[src/rtl/serializer_tx_if.sv]
// Parallel-in / serial-out handshake bundle for serializer_tx.
// master: the word producer; slave: the serializer itself.
interface serializer_tx_if;
    logic [7:0] DIN;
    logic       DIN_VALID;
    logic       DIN_READY;
    logic       SER_OUT;
    logic       SER_ACTIVE;
    logic [2:0] FIFO_LEVEL;

    modport master (
        output DIN,
        output DIN_VALID,
        input  DIN_READY,
        input  SER_OUT,
        input  SER_ACTIVE,
        input  FIFO_LEVEL
    );

    modport slave (
        input  DIN,
        input  DIN_VALID,
        output DIN_READY,
        output SER_OUT,
        output SER_ACTIVE,
        output FIFO_LEVEL
    );
endinterface

[src/rtl/serializer_tx.sv]
// Byte serializer: 4-deep word FIFO feeding an 8-bit shift register that emits
// one bit per clock. Consecutive words stream back-to-back with no idle gap.
module serializer_tx #(
    parameter logic IDLE_BIT  = 1'b0,
    parameter bit   MSB_FIRST = 1'b1
) (
    input logic            CLK,
    input logic            RST,
    serializer_tx_if.slave bus_io
);

    localparam logic [0:0] StIdle  = 1'b0;
    localparam logic [0:0] StShift = 1'b1;

    logic [0:0] state_q, state_d;
    logic [2:0] cnt_q, cnt_d;
    logic [7:0] shreg_q, shreg_d;
    logic [1:0] wr_ptr_q, wr_ptr_d;
    logic [1:0] rd_ptr_q, rd_ptr_d;
    logic [2:0] level_q, level_d;
    logic [7:0] mem_q [4];

    logic din_ready;
    logic push;
    logic pop;

    // Ready depends only on the registered level, never on this cycle's pop.
    assign din_ready = (level_q < 3'd4);
    assign push      = bus_io.DIN_VALID && din_ready;
    // Fetch a word when idle, or on the last bit of the current word.
    assign pop       = (level_q != 3'd0) && ((state_q == StIdle) || (cnt_q == 3'd7));

    // FIFO pointer and occupancy bookkeeping.
    always_comb begin
        wr_ptr_d = wr_ptr_q;
        rd_ptr_d = rd_ptr_q;
        level_d  = level_q;
        if (push) begin
            wr_ptr_d = wr_ptr_q + 2'd1;
        end
        if (pop) begin
            rd_ptr_d = rd_ptr_q + 2'd1;
        end
        unique case ({push, pop})
            2'b10:   level_d = level_q + 3'd1;
            2'b01:   level_d = level_q - 3'd1;
            default: level_d = level_q;
        endcase
    end

    // Shifter FSM: load on pop, otherwise shift one position per clock.
    always_comb begin
        state_d = state_q;
        cnt_d   = cnt_q;
        shreg_d = shreg_q;
        if (pop) begin
            state_d = StShift;
            cnt_d   = 3'd0;
            shreg_d = mem_q[rd_ptr_q];
        end else if (state_q == StShift) begin
            cnt_d   = cnt_q + 3'd1;
            shreg_d = MSB_FIRST ? {shreg_q[6:0], 1'b0} : {1'b0, shreg_q[7:1]};
            if (cnt_q == 3'd7) begin
                state_d = StIdle;
            end
        end
    end

    // Control state with synchronous reset; reset also wins over a push.
    always_ff @(posedge CLK) begin
        if (RST) begin
            state_q  <= StIdle;
            cnt_q    <= 3'd0;
            shreg_q  <= 8'd0;
            wr_ptr_q <= 2'd0;
            rd_ptr_q <= 2'd0;
            level_q  <= 3'd0;
        end else begin
            state_q  <= state_d;
            cnt_q    <= cnt_d;
            shreg_q  <= shreg_d;
            wr_ptr_q <= wr_ptr_d;
            rd_ptr_q <= rd_ptr_d;
            level_q  <= level_d;
        end
    end

    // FIFO storage; contents are left as-is by reset.
    always_ff @(posedge CLK) begin
        if (push && !RST) begin
            mem_q[wr_ptr_q] <= bus_io.DIN;
        end
    end

    assign bus_io.DIN_READY  = din_ready;
    assign bus_io.FIFO_LEVEL = level_q;
    assign bus_io.SER_ACTIVE = (state_q == StShift);
    assign bus_io.SER_OUT    = (state_q == StShift)
                               ? (MSB_FIRST ? shreg_q[7] : shreg_q[0])
                               : IDLE_BIT;

endmodule

[src/flat_wrapper.sv]
// flat-port wrapper written by rule: the top's interface ports become plain ports
module serializer_tx_flat 
#(
    parameter logic IDLE_BIT  = 1'b0,
    parameter bit   MSB_FIRST = 1'b1
)
  (CLK, RST, bus_io_DIN, bus_io_DIN_VALID, bus_io_DIN_READY, bus_io_SER_OUT, bus_io_SER_ACTIVE, bus_io_FIFO_LEVEL);
  serializer_tx_if bus_io_i ();
  input logic CLK;
  input logic RST;
  input wire logic [$bits(bus_io_i.DIN)-1:0] bus_io_DIN;
  input wire logic [$bits(bus_io_i.DIN_VALID)-1:0] bus_io_DIN_VALID;
  output wire logic [$bits(bus_io_i.DIN_READY)-1:0] bus_io_DIN_READY;
  output wire logic [$bits(bus_io_i.SER_OUT)-1:0] bus_io_SER_OUT;
  output wire logic [$bits(bus_io_i.SER_ACTIVE)-1:0] bus_io_SER_ACTIVE;
  output wire logic [$bits(bus_io_i.FIFO_LEVEL)-1:0] bus_io_FIFO_LEVEL;
  assign bus_io_i.DIN = bus_io_DIN;
  assign bus_io_i.DIN_VALID = bus_io_DIN_VALID;
  assign bus_io_DIN_READY = bus_io_i.DIN_READY;
  assign bus_io_SER_OUT = bus_io_i.SER_OUT;
  assign bus_io_SER_ACTIVE = bus_io_i.SER_ACTIVE;
  assign bus_io_FIFO_LEVEL = bus_io_i.FIFO_LEVEL;
  serializer_tx #(.IDLE_BIT(IDLE_BIT), .MSB_FIRST(MSB_FIRST)) u_core (.CLK(CLK), .RST(RST), .bus_io(bus_io_i));
endmodule
[config.mk]
export PLATFORM = sky130hd
export DESIGN_NAME = serializer_tx_flat
export DESIGN_NICKNAME = d
export VERILOG_FILES = /design/src/rtl/serializer_tx_if.sv /design/src/rtl/serializer_tx.sv /design/src/flat_wrapper.sv
export SDC_FILE = /design/constraint.sdc
export NUM_CORES = 1
export LEC_CHECK = 0
export ABC_CLOCK_PERIOD_IN_PS = 2900
export BUFFER_PORTS_ARGS = -buffer_cell sky130_fd_sc_hd__buf_4
export CAP_MARGIN = 15
export CELL_PAD_IN_SITES_DETAIL_PLACEMENT = 0
export CELL_PAD_IN_SITES_GLOBAL_PLACEMENT = 1
export CORE_UTILIZATION = 48
export DETAILED_ROUTE_END_ITERATION = 16
export HOLD_SLACK_MARGIN = 0.1
export PLACE_DENSITY = 0.75
export REMOVE_ABC_BUFFERS = 1
export SLEW_MARGIN = 20
export SYNTH_ARGS = -nofsm -noshare
export SYNTH_HDL_FRONTEND = slang
export SYNTH_SLANG_ARGS = --single-unit
[constraint.sdc]
create_clock -name CLK -period 2.9 [get_ports CLK]
set_input_delay 0.29 -clock CLK [delete_from_list [all_inputs] [get_ports CLK]]
set_output_delay 0.29 -clock CLK [all_outputs]
set_load 0.005 [all_outputs]
==> impl_metrics.yaml, run 1 <==
critical_path:
  end_kind: "flip-flop"
  crit_top_cell: "ha_1"
  critical-path-top-delay-family: "simple AND/OR/NAND/NOR gates"
  critical_path.max_fanout: 10
  timing.critical_path.arrival_ns: 2.86
  crit_path_start_kind: "flip-flop"
  crit_type: "flip-flop to flip-flop"
  reg2reg_slack_ns: 0.28
  critical_path_buf_inv_count: 1
  r2r_start: "u_core.cnt_q[0]"
  r2r.worst_path.cells: 10
  worstPathCellList: "ha_1, ha_1, nor2b_1, nor2_1, ha_1, inv_1, fa_1, xor2_1, or3_2, a21oi_1"
  r2r_end: "u_core.bus_io.FIFO_LEVEL[2]"
  critPathMaxStageDelay_ns: 0.46
  critPathRequiredTime_ns: 3.14
  cp_slowest_cell: "nor2b_1"
logic_synthesis:
  syn_area_mm2: 0.00220
  yosys_warnings: 0
  synth_ff_type: "edfxtp_1"
  ys_seq_elements: 53
  synthXorXnorAreaFrac_pct: 1.59
  synth_mux_area_share_pct: 9.10
  synth_area_leaders: "edfxtp_1, dfxtp_1, mux4_2, ha_1, buf_6"
  yosysMostFrequentCell: "edfxtp_1"
  synth_compound_area_share_pct: 7.39
  synth.top_cell.area_share_pct: 43.7
  synth_largest_area_cell: "edfxtp_1"
  synth_edf_count: 32
  synth_common_cells: "edfxtp_1, dfxtp_1, nor2_1, inv_1, mux4_2"
  synth_fa_ha_area_share_pct: 4.89
  synth_top_family_by_area: "simple AND/OR/NAND/NOR gates"
  synth-simple-area-share_pct: 9.49
  synth.avg_cell_area_um2: 13.8
  async_reset_ff_share_pct: 0
  netlist_instances: 159
  synth.distinct_cells: 34
  yosysSeqAreaShare_pct: 62.8
die:
  ioPinCount: 17
  die-area_mm2: 0.00486
  dieWidth_um: 69.7
  rows: 24
  core_area_mm2: 0.00438
  die_h_um: 69.7
  initial_core_util_pct: 50.2
cts:
  clock-sinks: 53
  post_cts_buffers: 0
  cts_max_level: 2
  cts.reportedPaths.clkPinSlew_ns: 0.09
  clockBufferDepth: 2
  cts_made_buffers: 5
  hold_buffers: 0
  insertion_delay_ns: 0.30
  cts_tree: "done"
  clockRootBuffer: "clkbuf_8"
  cts-resized-gates: 0
route:
  drtPass1Iterations: 4
  routedWlPerCell_um: 15.9
  wl_mm: 3.60
  drc: 0
  drtIter0Drc: 120
  avgViaCountPerCell: 5.54
  vias: 1252
  drt.antenna.violating_nets: 0
timing:
  fmax_ghz: 0.381
  final.setup.tns_ns: 0
  hold_viol: 0
  slew_viol_final: 0
  slew_headroom_pct: 61.8
  layout_min_cycle_time_ns: 2.62
  skew_ns: 0.0108
  post-route-period-util_pct: 90.5
  worst-slew-pin-transition_ns: 0.568
  timing.final.ws_setup_ns: 0.277
  rsz0062_at_grt: "false"
  setup_viol: 0
placed_design:
  numPortBuffers: 16
  pre_cts_slack_ns: 0.287
  dp_hpwl_mm: 2.48
  place_congestion: 0.784
job:
  cap_violations: 0
finish:
  nets: 192
  syn_to_final_growth_pct: 10.2
  drive_gt1_share_pct: 19.0
  antenna_cells: 0
global_routing:
  antenna_found_initial: 0
  grt_pass1_wl_mm: 6.04
  grt_pass1_vias: 1275
  grt_max_degree: 23
  grt_usage_pct: 16.5
  globalRouteOverflowTotal: 0
power_and_ir_drop:
  ir_worst_vdd_uv: 416
  p_leak_uw: 0.000844
  power.density_mw_per_mm2: 918
  total_power_uw: 2230
outcome:
  status: "completed"
worst_hold_path:
  hold_path_startpoint: "bus_io_DIN[2]"
  hold_path_end: "u_core.mem_q[0][2]"
  hp-class: "input pin to flip-flop"
  hold_depth: 1
stage by stage:
stage	cells	utilization (%)	hold slack, ns	cell area [um2]
final	226	55.3	0.189	2420
after global routing	226	55.3	0.178	2420
after CTS	226	55.3	0.183	2420
after detailed placement	218	52.9	0.475	2320
after global placement	218	52.9	0.478	2320
after floorplan	149	-	0.359	2130
kinds of logic (layout without fill, tap and decap cells):
| kind of cell | Yosys count | after routing |
|---|---|---|
| AOI/OAI and AO/OA | 25 | 25 |
| xor gates and xnor gates | 4 | 4 |
| adders and majority gates | 8 | 8 |
| buffers and inverters | 18 | 33 |
| DFF | 53 | 53 |
| muxes | 10 | 10 |
| and+or+nand+nor | 41 | 41 |
state kept, by name, indices dropped and copies added, names as in the netlist, named ones only:
| name | flops |
|---|---|
| u_core.cnt_q | 3 |
| u_core.bus_io.FIFO_LEVEL | 3 |
| u_core.wr_ptr_q | 2 |
| u_core.mem_q | 32 |
| u_core.bus_io.SER_ACTIVE | 1 |
| u_core.shreg_q | 8 |
| u_core.rd_ptr_q | 2 |
routing by layer:
layer  up-vias  global-route usage (%)  share of wire (%)
li1        616                       -                  -
met1       604                    20.7                 47
met2        26                    26.4                 48
met3         6                    4.65                3.9
met4         0                    8.00                1.5
met5         -                       0                  0
worst max path at each step:
stage / cells after the start / startpoint / slack [ns] / end
after global placement: 10 / u_core.cnt_q[0] / 0.44 / u_core.bus_io.FIFO_LEVEL[2]
after detailed placement: 10 / u_core.cnt_q[0] / 0.29 / u_core.bus_io.FIFO_LEVEL[2]
after global routing: 10 / u_core.cnt_q[0] / 0.03 / u_core.bus_io.FIFO_LEVEL[2]
final: 10 / u_core.cnt_q[0] / 0.28 / u_core.bus_io.FIFO_LEVEL[2]
after floorplan: 8 / u_core.bus_io.FIFO_LEVEL[2] / 0.57 / u_core.bus_io.FIFO_LEVEL[2]
after CTS: 10 / u_core.cnt_q[0] / 0.27 / u_core.bus_io.FIFO_LEVEL[2]
power by group:
group          total (uW)  internal (uW)  switching, uW
Sequential           1070            936            136
Combinational         685            316            369
Clock                 469            255            215
Total                2230           1510            720
cells in the final DEF (no fill, tap or decap):
cell       count
a32oi_1        1
nand3b_1       1
buf_4         17
and2b_2        1
o21ai_0        5
dfxtp_1       21
o211ai_1       4
or3_1          2
bufinv_16      1
nand2b_1       1
mux4_2         8
a31oi_1        4
nand3_1        7
mux2i_1        2
or3_2          1
edfxtp_1      32
nor3_1         4
nor4_1         1
nor2b_1        1
xnor2_1        2
nor2_1        11
a311oi_1       4
xor2_1         2
nand2_1        5
clkbuf_1       1
a31o_1         1
clkbuf_8       5
fa_1           1
inv_1          8
a21oi_1        6
clkinv_1       1
and2_1         5
ha_1           7
or4_1          1
cell type report:
class / count / area (um2)
clock buffers: 6 / 72.6
flip-flops and latches: 53 / 1380
inverters: 8 / 30.0
clock inverters: 2 / 33.8
well taps: 52 / 65.1
multi-input cells: 88 / 714
repair buffers: 17 / 128
fillers: 361 / 1960
No activity file was read; power rests on OpenSTA's default activity.
==> inputs of run 2 (changes only) <==
--- a/config.mk
+++ b/config.mk
@@ -5,7 +5,7 @@
 export SDC_FILE = /design/constraint.sdc
 export NUM_CORES = 1
 export LEC_CHECK = 0
-export ABC_CLOCK_PERIOD_IN_PS = 2900
+export ABC_CLOCK_PERIOD_IN_PS = 2660
 export BUFFER_PORTS_ARGS = -buffer_cell sky130_fd_sc_hd__buf_4
 export CAP_MARGIN = 15
 export CELL_PAD_IN_SITES_DETAIL_PLACEMENT = 0
==> constraint.sdc (replaced) <==
create_clock -name CLK -period 2.66 [get_ports CLK]
set_input_delay 0.266 -clock CLK [delete_from_list [all_inputs] [get_ports CLK]]
set_output_delay 0.266 -clock CLK [all_outputs]
set_load 0.005 [all_outputs]
==> run 2 against run 1 <==
Compared with the run above: first-iteration DRC count is 49% lower; via count increased by 0.96%; total power up 16%; sequential share of layout area shrank 1.2 points; routed wire length shrank 0.25%; die area is the same; clock skew hardly changed; combinational power up 18%; global-route usage about the same; largest power group unchanged; highest routed layer unchanged.
==> impl_metrics.yaml, run 2 (same netlist as run 1, synthesis figures left out) <==
die:
  ioPinCount: 17
  core_area_mm2: 0.00438
  dieWidth_um: 69.7
  initial_core_util_pct: 50.2
  rows: 24
  die_h_um: 69.7
  die-area_mm2: 0.00486
finish:
  syn_to_final_growth_pct: 12.5
  top_register: "u_core.mem_q"
  final_cell_mix: "edfxtp_1, dfxtp_1, buf_4"
  layout_commonest_cell: "edfxtp_1"
  final_core_util_pct: 56.4
  nets: 195
  antenna_cells: 0
  final_area_mm2: 0.00247
  largest_register_ffs: 32
  top_regs: "u_core.mem_q x32, u_core.shreg_q x8"
  drive_gt1_share_pct: 21.5
  finalNonFillerCells: 229
  nFillCells: 364
power_and_ir_drop:
  p_leak_uw: 0.000875
  total_power_uw: 2580
  power.density_mw_per_mm2: 1040
  ir_worst_vdd_uv: 438
global_routing:
  grt_max_degree: 23
  grt_usage_pct: 16.5
  grt_pass1_vias: 1335
  antenna_found_initial: 0
  globalRouteOverflowTotal: 0
  grt_pass1_wl_mm: 6.13
critical_path:
  end_kind: "flip-flop"
  r2r.worst_path.cells: 10
  crit_type: "flip-flop to flip-flop"
  crit_path_start_kind: "flip-flop"
  timing.critical_path.arrival_ns: 2.59
  reg2reg_slack_ns: 0.30
  r2r_end: "u_core.bus_io.FIFO_LEVEL[2]"
  critPathRequiredTime_ns: 2.90
  r2r_start: "u_core.cnt_q[0]"
  critical_path.max_fanout: 2
placed_design:
  numPortBuffers: 16
  place_congestion: 0.688
  dp_cells: 221
  placed_cell_area_mm2: 0.00234
  dp_hpwl_mm: 2.49
cts:
  cts_tree: "done"
  cts.reportedPaths.clkPinSlew_ns: 0.09
  hold_buffers: 0
  clockBufferDepth: 2
  post_cts_buffers: 0
  insertion_delay_ns: 0.31
  cts_max_level: 2
  cts-resized-gates: 0
  clockRootBuffer: "clkbuf_8"
  cts_made_buffers: 5
  clock-sinks: 53
route:
  vias: 1264
  drt.antenna.violating_nets: 0
  avgViaCountPerCell: 5.52
  drtIter0Drc: 61
  drc: 0
  wl_mm: 3.59
  drtPass1Iterations: 4
  dr_wl_met3_um: 87
  wl_met2_mm: 1.81
  top_layer_used: "met4"
  wl_met1_mm: 1.64
  routedWlPerCell_um: 15.7
timing:
  hold_viol: 0
  rsz0062_at_grt: "false"
  final.setup.tns_ns: 0
  slew_viol_final: 0
  post-route-period-util_pct: 88.6
  layout_min_cycle_time_ns: 2.36
  slew_headroom_pct: 55.4
  setup_viol: 0
  fmax_ghz: 0.424
  skew_ns: 0.0103
  worst-slew-pin-transition_ns: 0.663
job:
  cap_violations: 0
worst_hold_path:
  hold_path_end: "u_core.mem_q[2][5]"
  hold_path_startpoint: "bus_io_DIN[5]"
  hp-class: "input pin to flip-flop"
  hold_depth: 1
outcome:
  status: "completed"
[run 2: cell types whose count changed in the layout (fill, tap and decap cells not counted), sizes merged]
cell	delta
clkbuf	-1
buf	+3
bufinv	+1
[run 2: cell type report]
type	instances	area [um2]	share of cell area, %
Clock buffer	5	68.8	2.78
Timing Repair Buffer	20	150	6.07
Inverter	8	30.0	1.21
Tap cell	52	65.1	2.63
Clock inverter	3	65.1	2.63
Sequential cell	53	1380	55.8
Multi-Input combinational cell	88	714	28.9
[run 2: where the power goes]
| part | internal [uW] | switching, uW | leakage (uW) |
|---|---|---|---|
| combinational | 375 | 436 | 0.000344 |
| sequential | 1020 | 119 | 0.000463 |
| clock | 373 | 253 | 0.0000681 |
| total | 1770 | 808 | 0.000875 |
[run 2: critical path, cell delays in order, from the launching register on]
cell and delay (ns):
dfxtp_1 0.37, ha_1 0.16, ha_1 0.17, nor2b_1 0.07, nor2_1 0.15, ha_1 0.20, inv_1 0.06, fa_1 0.38
xor2_1 0.16, or3_2 0.41, a21oi_1 0.16
[run 2: worst max path at each step]
stage                                            from  slack [ns]                          end  cells after the start
final                                 u_core.cnt_q[0]        0.30  u_core.bus_io.FIFO_LEVEL[2]                     10
after global routing                  u_core.cnt_q[0]        0.09  u_core.bus_io.FIFO_LEVEL[2]                     10
after CTS                             u_core.cnt_q[0]        0.31  u_core.bus_io.FIFO_LEVEL[2]                     10
after detailed placement              u_core.cnt_q[0]        0.33  u_core.bus_io.FIFO_LEVEL[2]                     10
after global placement                u_core.cnt_q[0]        0.45  u_core.bus_io.FIFO_LEVEL[2]                     10
after floorplan           u_core.bus_io.FIFO_LEVEL[2]        0.33  u_core.bus_io.FIFO_LEVEL[2]                      8
[run 2: per-layer routing]
layer	vias up	GRT usage, %
li1	619	-
met1	623	19.9
met2	17	28.5
met3	5	4.80
met4	0	5.33
met5	-	0
[run 2: stage by stage]
step | setup WS [ns] | hold WS (ns)
after global placement | 0.453 | 0.464
after global routing | 0.0894 | 0.143
after floorplan | 0.335 | 0.335
after detailed placement | 0.335 | 0.469
after CTS | 0.309 | 0.151
final | 0.304 | 0.157
